`config.mk`:
```
export PLATFORM = sky130hd
export DESIGN_NAME = spi_slave_regfile_flat
export DESIGN_NICKNAME = d
export VERILOG_FILES = /design/src/rtl/spi_slave_regfile_if.sv /design/src/rtl/spi_slave_regfile.sv /design/src/flat_wrapper.sv
export SDC_FILE = /design/constraint.sdc
export NUM_CORES = 1
export LEC_CHECK = 0
export BUFFER_PORTS_ARGS = -buffer_cell sky130_fd_sc_hd__buf_2
export CAP_MARGIN = 20
export CORE_MARGIN = 4
export CORE_UTILIZATION = 35
export CTS_CLUSTER_DIAMETER = 50
export DETAILED_ROUTE_END_ITERATION = 8
export PLACE_DENSITY = 0.49
export SYNTH_ARGS = -nofsm -noshare
export SYNTH_HDL_FRONTEND = slang
export SYNTH_SLANG_ARGS = --single-unit
export TNS_END_PERCENT = 10
```
`constraint.sdc`:
```
create_clock -name clk -period 5.3 [get_ports clk]
set_input_delay 0 -clock clk [delete_from_list [all_inputs] [get_ports clk]]
set_output_delay 0 -clock clk [all_outputs]
set_load 0.01 [all_outputs]
```
`src/rtl/spi_slave_regfile_if.sv`:
```
// ---------------------------------------------------------------------------
// spi_slave_regfile_if
// Bundles the SPI pins and the local register port of spi_slave_regfile.
//   SPI side   : spi_sclk, spi_ss_n, spi_mosi (to slave), spi_miso, spi_miso_oe
//   Status     : status_in, the byte returned while the command byte shifts in
//   Local port : loc_addr, loc_wr, loc_wdata (to slave), loc_rdata (from slave)
//   Write notify: wr_strobe, wr_addr, wr_data, busy (from slave)
//   irq        : present only when SPI_IRQ_EN is defined
// Modports: slave = the register file block, master = whatever drives it.
// ---------------------------------------------------------------------------
interface spi_slave_regfile_if;
  logic       spi_sclk;
  logic       spi_ss_n;
  logic       spi_mosi;
  logic       spi_miso;
  logic       spi_miso_oe;
  logic [7:0] status_in;
  logic [4:0] loc_addr;
  logic       loc_wr;
  logic [7:0] loc_wdata;
  logic [7:0] loc_rdata;
  logic       wr_strobe;
  logic [4:0] wr_addr;
  logic [7:0] wr_data;
  logic       busy;
`ifdef SPI_IRQ_EN
  logic       irq;
`endif

  modport slave (
    input  spi_sclk, spi_ss_n, spi_mosi, status_in, loc_addr, loc_wr, loc_wdata,
    output spi_miso, spi_miso_oe, loc_rdata, wr_strobe, wr_addr, wr_data, busy
`ifdef SPI_IRQ_EN
    , output irq
`endif
  );

  modport master (
    output spi_sclk, spi_ss_n, spi_mosi, status_in, loc_addr, loc_wr, loc_wdata,
    input  spi_miso, spi_miso_oe, loc_rdata, wr_strobe, wr_addr, wr_data, busy
`ifdef SPI_IRQ_EN
    , input irq
`endif
  );
endinterface

```
`src/rtl/spi_slave_regfile.sv`:
```
// ---------------------------------------------------------------------------
// spi_slave_regfile
// SPI mode-0 (CPOL=0, CPHA=0) responder in front of a 32 x 8 register file.
// SPI pins are oversampled in the clk domain; the fabric gets a synchronous
// local read/write port plus a strobe for every byte the SPI master writes.
//
// Ports
//   clk, reset : system clock, synchronous active-high reset
//   bus        : spi_slave_regfile_if.slave (SPI pins, status_in, local port,
//                wr_strobe/wr_addr/wr_data, busy, optional irq)
// Parameters
//   AUTOINC : 1 = address steps (mod 32) after every data byte, 0 = fixed
//   SYNC_FF : synchronizer depth on sclk/ss_n/mosi (2..3)
// Optional feature macro: SPI_IRQ_EN -- sticky irq set by each SPI write,
//   cleared by a local write to address 31 (set wins on a tie).
//
// Command byte, MSB first: [7:3] register address, [1] 1=write 0=read.
// ---------------------------------------------------------------------------
module spi_slave_regfile #(
  parameter int AUTOINC = 1,
  parameter int SYNC_FF = 2
) (
  input logic                clk,
  input logic                reset,
  spi_slave_regfile_if.slave bus
);

  typedef enum logic [1:0] {IDLE, CMD, DATA} state_t;

  state_t             state, state_next;
  logic [SYNC_FF-1:0] sclk_s, ss_s, mosi_s;
  logic               sclk_rise, sclk_fall, ss_rise, ss_fall, mosi_bit;
  logic [2:0]         bit_cnt;
  logic [6:0]         shift_in;
  logic [7:0]         rx_byte, shift_out;
  logic [4:0]         addr, addr_next;
  logic               dir_wr, active, byte_done, spi_we;
  logic [7:0]         regs [32];
  logic               miso_r, miso_oe_r, busy_r, wr_strobe_r;
  logic [4:0]         wr_addr_r;
  logic [7:0]         wr_data_r, loc_rdata_r;

  // Synchronizers; ss_n rests high so leaving reset never looks like a select.
  always_ff @(posedge clk) begin
    if (reset) begin
      sclk_s <= '0;
      ss_s   <= '1;
      mosi_s <= '0;
    end else begin
      sclk_s <= {sclk_s[SYNC_FF-2:0], bus.spi_sclk};
      ss_s   <= {ss_s[SYNC_FF-2:0], bus.spi_ss_n};
      mosi_s <= {mosi_s[SYNC_FF-2:0], bus.spi_mosi};
    end
  end

  assign sclk_rise = sclk_s[SYNC_FF-2] & ~sclk_s[SYNC_FF-1];
  assign sclk_fall = ~sclk_s[SYNC_FF-2] & sclk_s[SYNC_FF-1];
  assign ss_rise   = ss_s[SYNC_FF-2] & ~ss_s[SYNC_FF-1];
  assign ss_fall   = ~ss_s[SYNC_FF-2] & ss_s[SYNC_FF-1];
  assign mosi_bit  = mosi_s[SYNC_FF-1];

  assign rx_byte   = {shift_in, mosi_bit};
  assign addr_next = (AUTOINC != 0) ? addr + 5'd1 : addr;
  // Select edges take priority over any sclk activity in the same cycle.
  assign active    = (state != IDLE) && !ss_rise && !ss_fall;
  assign byte_done = active && sclk_rise && (bit_cnt == 3'd7);
  assign spi_we    = byte_done && (state == DATA) && dir_wr;

  always_ff @(posedge clk) begin
    if (reset) state <= IDLE;
    else       state <= state_next;
  end

  // Deselect always wins; a reselect restarts at the command byte.
  always_comb begin
    state_next = state;
    if (ss_rise)                        state_next = IDLE;
    else if (ss_fall)                   state_next = CMD;
    else if (byte_done && state == CMD) state_next = DATA;
  end

  // Shifter and SPI-side outputs. shift_out holds the bits still to be
  // presented, so each sclk fall drives shift_out[7] and shifts; a freshly
  // loaded read byte therefore shows its bit 7 on the fall after the 8th rise.
  always_ff @(posedge clk) begin
    if (reset) begin
      bit_cnt     <= 3'd0;
      shift_in    <= 7'd0;
      shift_out   <= 8'h00;
      addr        <= 5'd0;
      dir_wr      <= 1'b0;
      miso_r      <= 1'b0;
      miso_oe_r   <= 1'b0;
      busy_r      <= 1'b0;
      wr_strobe_r <= 1'b0;
      wr_addr_r   <= 5'd0;
      wr_data_r   <= 8'h00;
    end else begin
      wr_strobe_r <= 1'b0;
      if (ss_rise) begin
        bit_cnt   <= 3'd0;
        miso_r    <= 1'b0;
        miso_oe_r <= 1'b0;
        busy_r    <= 1'b0;
      end else if (ss_fall) begin
        bit_cnt   <= 3'd0;
        shift_out <= {bus.status_in[6:0], 1'b0};
        miso_r    <= bus.status_in[7];
        miso_oe_r <= 1'b1;
        busy_r    <= 1'b1;
      end else if (active) begin
        if (sclk_rise) begin
          shift_in <= rx_byte[6:0];
          bit_cnt  <= bit_cnt + 3'd1;
          if (bit_cnt == 3'd7) begin
            if (state == CMD) begin
              addr      <= rx_byte[7:3];
              dir_wr    <= rx_byte[1];
              shift_out <= rx_byte[1] ? 8'h00 : regs[rx_byte[7:3]];
            end else begin
              addr <= addr_next;
              if (dir_wr) begin
                wr_strobe_r <= 1'b1;
                wr_addr_r   <= addr;
                wr_data_r   <= rx_byte;
              end else begin
                shift_out <= regs[addr_next];
              end
            end
          end
        end else if (sclk_fall) begin
          miso_r    <= shift_out[7];
          shift_out <= {shift_out[6:0], 1'b0};
        end
      end
    end
  end

  // Register file; the SPI write is issued last so it wins an address clash.
  always_ff @(posedge clk) begin
    if (reset) begin
      for (int i = 0; i < 32; i++) regs[i] <= 8'h00;
      loc_rdata_r <= 8'h00;
    end else begin
      loc_rdata_r <= regs[bus.loc_addr];
      if (bus.loc_wr) regs[bus.loc_addr] <= bus.loc_wdata;
      if (spi_we)     regs[addr]         <= rx_byte;
    end
  end

`ifdef SPI_IRQ_EN
  logic irq_r;

  // Sticky write flag; a strobe in the same cycle as the clear keeps it set.
  always_ff @(posedge clk) begin
    if (reset)                                      irq_r <= 1'b0;
    else if (wr_strobe_r)                           irq_r <= 1'b1;
    else if (bus.loc_wr && bus.loc_addr == 5'h1F)   irq_r <= 1'b0;
  end

  assign bus.irq = irq_r;
`endif

  assign bus.spi_miso    = miso_r;
  assign bus.spi_miso_oe = miso_oe_r;
  assign bus.busy        = busy_r;
  assign bus.wr_strobe   = wr_strobe_r;
  assign bus.wr_addr     = wr_addr_r;
  assign bus.wr_data     = wr_data_r;
  assign bus.loc_rdata   = loc_rdata_r;

endmodule

```
`src/flat_wrapper.sv`:
```
// flat-port wrapper written by rule: the top's interface ports become plain ports
module spi_slave_regfile_flat 
#(
  parameter int AUTOINC = 1,
  parameter int SYNC_FF = 2
)
  (clk, reset, bus_spi_sclk, bus_spi_ss_n, bus_spi_mosi, bus_status_in, bus_loc_addr, bus_loc_wr, bus_loc_wdata, bus_spi_miso, bus_spi_miso_oe, bus_loc_rdata, bus_wr_strobe, bus_wr_addr, bus_wr_data, bus_busy);
  spi_slave_regfile_if bus_i ();
  input logic clk;
  input logic reset;
  input wire logic [$bits(bus_i.spi_sclk)-1:0] bus_spi_sclk;
  input wire logic [$bits(bus_i.spi_ss_n)-1:0] bus_spi_ss_n;
  input wire logic [$bits(bus_i.spi_mosi)-1:0] bus_spi_mosi;
  input wire logic [$bits(bus_i.status_in)-1:0] bus_status_in;
  input wire logic [$bits(bus_i.loc_addr)-1:0] bus_loc_addr;
  input wire logic [$bits(bus_i.loc_wr)-1:0] bus_loc_wr;
  input wire logic [$bits(bus_i.loc_wdata)-1:0] bus_loc_wdata;
  output wire logic [$bits(bus_i.spi_miso)-1:0] bus_spi_miso;
  output wire logic [$bits(bus_i.spi_miso_oe)-1:0] bus_spi_miso_oe;
  output wire logic [$bits(bus_i.loc_rdata)-1:0] bus_loc_rdata;
  output wire logic [$bits(bus_i.wr_strobe)-1:0] bus_wr_strobe;
  output wire logic [$bits(bus_i.wr_addr)-1:0] bus_wr_addr;
  output wire logic [$bits(bus_i.wr_data)-1:0] bus_wr_data;
  output wire logic [$bits(bus_i.busy)-1:0] bus_busy;
  assign bus_i.spi_sclk = bus_spi_sclk;
  assign bus_i.spi_ss_n = bus_spi_ss_n;
  assign bus_i.spi_mosi = bus_spi_mosi;
  assign bus_i.status_in = bus_status_in;
  assign bus_i.loc_addr = bus_loc_addr;
  assign bus_i.loc_wr = bus_loc_wr;
  assign bus_i.loc_wdata = bus_loc_wdata;
  assign bus_spi_miso = bus_i.spi_miso;
  assign bus_spi_miso_oe = bus_i.spi_miso_oe;
  assign bus_loc_rdata = bus_i.loc_rdata;
  assign bus_wr_strobe = bus_i.wr_strobe;
  assign bus_wr_addr = bus_i.wr_addr;
  assign bus_wr_data = bus_i.wr_data;
  assign bus_busy = bus_i.busy;
  spi_slave_regfile #(.AUTOINC(AUTOINC), .SYNC_FF(SYNC_FF)) u_core (.clk(clk), .reset(reset), .bus(bus_i));
endmodule
```
* Word level (Yosys, flattened, before mapping) *
Memories as Yosys holds them, arrays and structs flattened. A register that Yosys moved wholly into a read port is not among the register bits.
Cells that the tools add are included.

storage, ports and cells
  bits in registers = 48
  bits in latches = 0
  RAM bits = 256
  memory bits (read-only) = 0
  input port bits = 27
  output and inout port bits = 25
  logic and storage cells = 96
  memories = 1

memories
  memory       words  width  rd ports  clocked after Yosys merged registers in  write ports  RTL line                 text
  u_core.regs  32     8      3         2                                        32           spi_slave_regfile.sv:38  logic [7:0] regs [32];

operators by class
  $add $sub $neg = 2
  $mul = 0
  divide/modulo/power cells = 0
  magnitude comparators = 0
  eq/ne operators = 6
  shift-type cells = 0
  mux-type cells = 32
  bitwise operators = 14
  reductions and logical operators = 26

operators by type and width
  cell                 number
  $mux 8               10
  $mux 5               5
  $mux 1               17
  $reduce_or 8->1      2
  $not 1->1            10
  $reduce_and 5->1     2
  $reduce_bool 2->1    4
  $logic_and 1x1->1    7
  $reduce_and 7->1     1
  $reduce_or 7->1      1
  $reduce_and 6->1     1
  $add 5x1->5 const B  1
  $and 1x1->1          4
  $ne 4x4->1 const B   1
  $reduce_and 4->1     1
  $add 3x1->3 const B  1
  $eq 3x3->1 const B   1
  $ne 3x3->1 const B   1
  $reduce_and 3->1     1
  $reduce_bool 3->1    1
  $reduce_or 3->1      1
  $eq 2x1->1 const B   1
  $eq 2x2->1 const B   1
  $logic_not 1->1      2
  3 further kinds      3

* Logic depth before layout (Yosys ltp) *
  depth after elaboration = 14
  gate-level depth with buffers = 12

* Worst setup path after synthesis *
Ideal clock, no wire load.

  kind = register to register
  start point = register u_core.addr[0]
  end point = register u_core.shift_out[0]
  library setup time = 135 ps
  data arrival time = 2954 ps
  required time = 5165 ps
  slack = 2211 ps
  stages on the path, launching flop included = 12
  clock period less this slack = 3089 ps
  cell sequence = dfxtp_1 -> buf_2 -> buf_2 -> buf_1 -> inv_1 -> ha_1 -> buf_6 -> buf_2 -> mux4_2 -> a2111oi_0 -> o31a_1 -> o32ai_1

on the way
  cells in the longest elaborated chain, start to end = 8

ends and longest elaborated chain
  item                    RTL line                  text
  from (decl)             spi_slave_regfile.sv:36   logic [4:0] addr, addr_next;
  from (signal assigned)  spi_slave_regfile.sv:117  addr <= rx_byte[7:3];
  from (signal assigned)  spi_slave_regfile.sv:121  addr <= addr_next;
  $add 5x1->5             spi_slave_regfile.sv:63   assign addr_next = (AUTOINC != 0) ? addr + 5'd1 : addr;
  $mem_v2 32x8            n/a
  $mux 8                  spi_slave_regfile.sv:122  if (dir_wr) begin
  $mux 8                  spi_slave_regfile.sv:116  if (state == CMD) begin
  $mux 8                  spi_slave_regfile.sv:115  if (bit_cnt == 3'd7) begin
  $mux 8                  spi_slave_regfile.sv:112  if (sclk_rise) begin
  $mux 8                  spi_slave_regfile.sv:111  end else if (active) begin
  $mux 8                  spi_slave_regfile.sv:105  end else if (ss_fall) begin
  to (signal assigned)    spi_slave_regfile.sv:107  shift_out <= {bus.status_in[6:0], 1'b0};
  to (signal assigned)    spi_slave_regfile.sv:119  shift_out <= rx_byte[1] ? 8'h00 : regs[rx_byte[7:3]];
  to (signal assigned)    spi_slave_regfile.sv:127  shift_out <= regs[addr_next];
  to (decl)               spi_slave_regfile.sv:35   logic [7:0] rx_byte, shift_out;

Every way passes these cells. The select of a mux whose other input is x is not followed.
A chain may end at the register's enable or synchronous reset.

* Worst setup path after layout *
  start point = register u_core.addr[0]
  end point = register u_core.shift_out[7]

Same word-level chain as after synthesis.

==> results.json <==
{
  "place_ws_ps": 1750,
  "dp.final_hpwl_um": 60300,
  "fin_util_pct": 39.5,
  "max_cap_violations": 0,
  "portBuffers": 51,
  "criticalPathCategory": "reg2reg",
  "synth_area_per_cell_um2": 10.9,
  "final_area_um2": 22900,
  "worstPathCellList": "inv_1 > ha_4 > mux4_2 > mux2i_1 > mux2i_1 > a221oi_1 > a31oi_1",
  "synth_edf_count": 256,
  "cts_buffers": 45,
  "worstPathRequired_ps": 5740,
  "rsz0062_at_grt": "false",
  "cts_buffer_depth": 3,
  "slowest_delay_ps": 780,
  "grt-ovfl-total": 0,
  "path_common_cell": "mux2i_1",
  "status": "completed",
  "worstSetupStartpointType": "flip-flop",
  "drt-initial-drc-count": 2485,
  "drt_pass1_iterations": 6,
  "clock_sinks": 317,
  "synthArstFlopShare_pct": 0,
  "initial_core_util_pct": 35.5,
  "synth.distinct_cells": 72,
  "hold_path.class": "in2reg",
  "cts_htree_levels": 2,
  "place_area_um2": 21300,
  "die_x_um": 250,
  "area_growth_pct": 11.3,
  "skew_ps": 22.5,
  "synthCells": 1881,
  "drive_gt1_share_pct": 22.1,
  "core_area_um2": 57900,
  "tns_ps": 0,
  "critical-path-slowest-cell": "ha_4",
  "nets": 1885,
  "grt_use_total_pct": 26.8,
  "antennaDiodeCount": 0,
  "grt_pass1_wl_um": 121000,
  "cp-end-kind": "flip-flop",
  "setup_viol": 0,
  "syn-num-nets": 1916,
  "wl_per_cell_um": 32.6,
  "yosys_warnings": 0,
  "root_buffer": "clkbuf_16",
  "seq_area_frac_synth_pct": 43.4,
  "cts_tree": "yes",
  "fin_crit_sh_pct": 69.8,
  "ys_seq_elements": 317,
  "drt-total-wl_um": 86500,
  "leakage_nw": 6.96,
  "irDropWorstVdd_v": 0.000194,
  "hold_viol": 0,
  "antenna_left": 0,
  "critPathArrivalTime_ps": 4140,
  "fmax_ghz": 0.270,
  "fin_crit_ps": 3700,
  "max_slew_margin_pct": 24.2,
  "synth_area_um2": 20500,
  "dieArea_um2": 62700,
  "clkTransAtPathRegs_ps": 60,
  "grt_max_degree": 55,
  "route.detailed.drc": 0,
  "fillers": 5561,
  "power_density_nw_per_um2": 286,
  "drv_slew": 0,
  "io_pins": 52,
  "grt_pass1_vias": 15752,
  "clk_latency_ps": 590,
  "viasPerCell": 6.49,
  "crit_path_max_fanout": 36,
  "timing.final.ws_setup_ps": 1600,
  "fp-row-count": 88,
  "die_height_um": 250,
  "worstMarginPinSlew_ps": 1130,
  "place_congestion": 0.975,
  "antenna_found_initial": 3,
  "ys.flop_type": "edfxtp_1",
  "route.vias.total": 17196
}
## synth_stat cells, drive strengths merged, types with 5 or more instances
cell	count	area, um^2
buf	77	462
nand3b	5	37.5
dfxtp	61	1220
mux2	12	135
nor2	97	387
or3	25	156
nand2b	19	119
mux2i	47	470
a22o	6	52.6
a21oi	10	50.1
o221ai	5	43.8
clkbuf	104	390
nor3b	7	63.8
nor2b	18	113
a2111oi	7	67.6
mux4	191	4300
a211oi	7	52.6
a211o	7	61.3
nor3	28	277
o21ai	261	1310
o21bai	7	52.6
a221oi	10	87.6
inv	21	78.8
nand2	366	1370
ha	8	100
a22oi	22	165
a31oi	16	100
nand3	118	591
edfxtp	256	7690
## final timing paths
path / from / to / slack [ps] / depth (start not counted)
worst max-delay path: u_core.addr[0] / u_core.shift_out[7] / 1600 / 7
worst min-delay path: bus_spi_ss_n / u_core.ss_s[0] / 180 / 3
worst max register to register: u_core.addr[0] / u_core.shift_out[7] / 1600 / 7
worst min register to register: u_core.mosi_s[0] / u_core.mosi_s[1] / 430 / 1
## cells in the final DEF, fill, tap and decap left out, types with 6 or more instances in the layout
master and count:
nor2_1 88, o21ai_0 248, clkbuf_16 45, ha_1 7
nand3_1 118, mux2_2 12, o21ai_1 13, or3_1 25
nor2b_1 18, nand2_1 366, inv_1 21, buf_2 50
a31oi_1 16, a22o_1 6, nor2_2 9, nor3_1 7
a22oi_1 22, a211oi_1 7, o21bai_1 7, mux4_2 191
inv_6 9, nand2b_1 19, buf_4 37, edfxtp_1 256
a21oi_1 10, nor3_2 16, dlygate4sd3_1 12, a211o_1 7
mux2i_1 47, clkbuf_1 7, a221oi_1 10, a2111oi_0 6
dfxtp_1 57
## critical path: cells and delay by family, from the launching register on
kind	cells	cell delay [ps]
DFF	1	680
muxes	3	1230
adders and majority gates	1	780
buffers and inverters	1	200
AOI/OAI and AO/OA	2	630
## flip-flops by register name (all words and copies together), names as in the netlist, named ones only
name                    count
u_core.shift_out            8
u_core.bus.wr_data          8
u_core.bus.spi_miso         1
u_core.regs               256
u_core.state                2
u_core.bit_cnt              3
u_core.bus.wr_addr          5
u_core.dir_wr               1
u_core.sclk_s               2
u_core.mosi_s               2
u_core.ss_s                 2
u_core.bus.loc_rdata        8
u_core.addr                 5
u_core.bus.wr_strobe        1
u_core.bus.spi_miso_oe      1
u_core.shift_in             7
## logic make-up (layout without fill, tap and decap cells)
kind of cell / count (synthesis) / in the layout / synth area share [%]
mux: 250 / 250 / 23.9
fa+ha+maj: 8 / 8 / 0.487
simple gates: 711 / 711 / 16.2
flops: 317 / 317 / 43.4
compound gates: 387 / 387 / 11.2
buf+inv: 203 / 208 / 4.55
xor+xnor: 5 / 5 / 0.286
## layer usage
layer / part of all wire (%) / vias to the layer above / track usage [%]
li1: - / 7107 / -
met1: 42 / 8662 / 39.3
met2: 42 / 1250 / 39.0
met3: 13 / 173 / 6.86
met4: 3.3 / 4 / 8.31
met5: 0.12 / - / 1.08
## where the power goes
group,internal (mW),total (mW),switching [mW]
Combinational,0.229,0.553,0.324
Clock,1.74,2.99,1.24
Sequential,2.82,3.00,0.181
## repair_timing
action                                  4_1_cts  5_1_grt
endpoints found under the setup margin        0        0
hold buffers                                 12        0
buffers inserted                              0        0
resized for setup                             0        0
hold endpoints to repair                     18        0
## area by class of cell
class                           instances  area [um^2]  area share [%]
Clock buffer                           56         1200            5.24
Clock inverter                         27          262            1.14
Inverter                               22         82.6           0.361
Multi-Input combinational cell       1361        10700            46.9
Sequential cell                       317         8920            39.0
Tap cell                              765          957            4.19
Timing Repair Buffer                  103          712            3.11
## through the flow
step / total power, mW / hold WS, ps / instances
2_1_floorplan: 3.27 / 104 / 1881
3_3_place_gp: 3.56 / 221 / 2552
3_5_place_dp: 3.56 / 221 / 2554
4_1_cts: 6.54 / 165 / 2649
5_1_grt: 6.69 / 193 / 2651
6_report: 6.53 / 182 / 2651
Power figures use the tool's default switching activity.
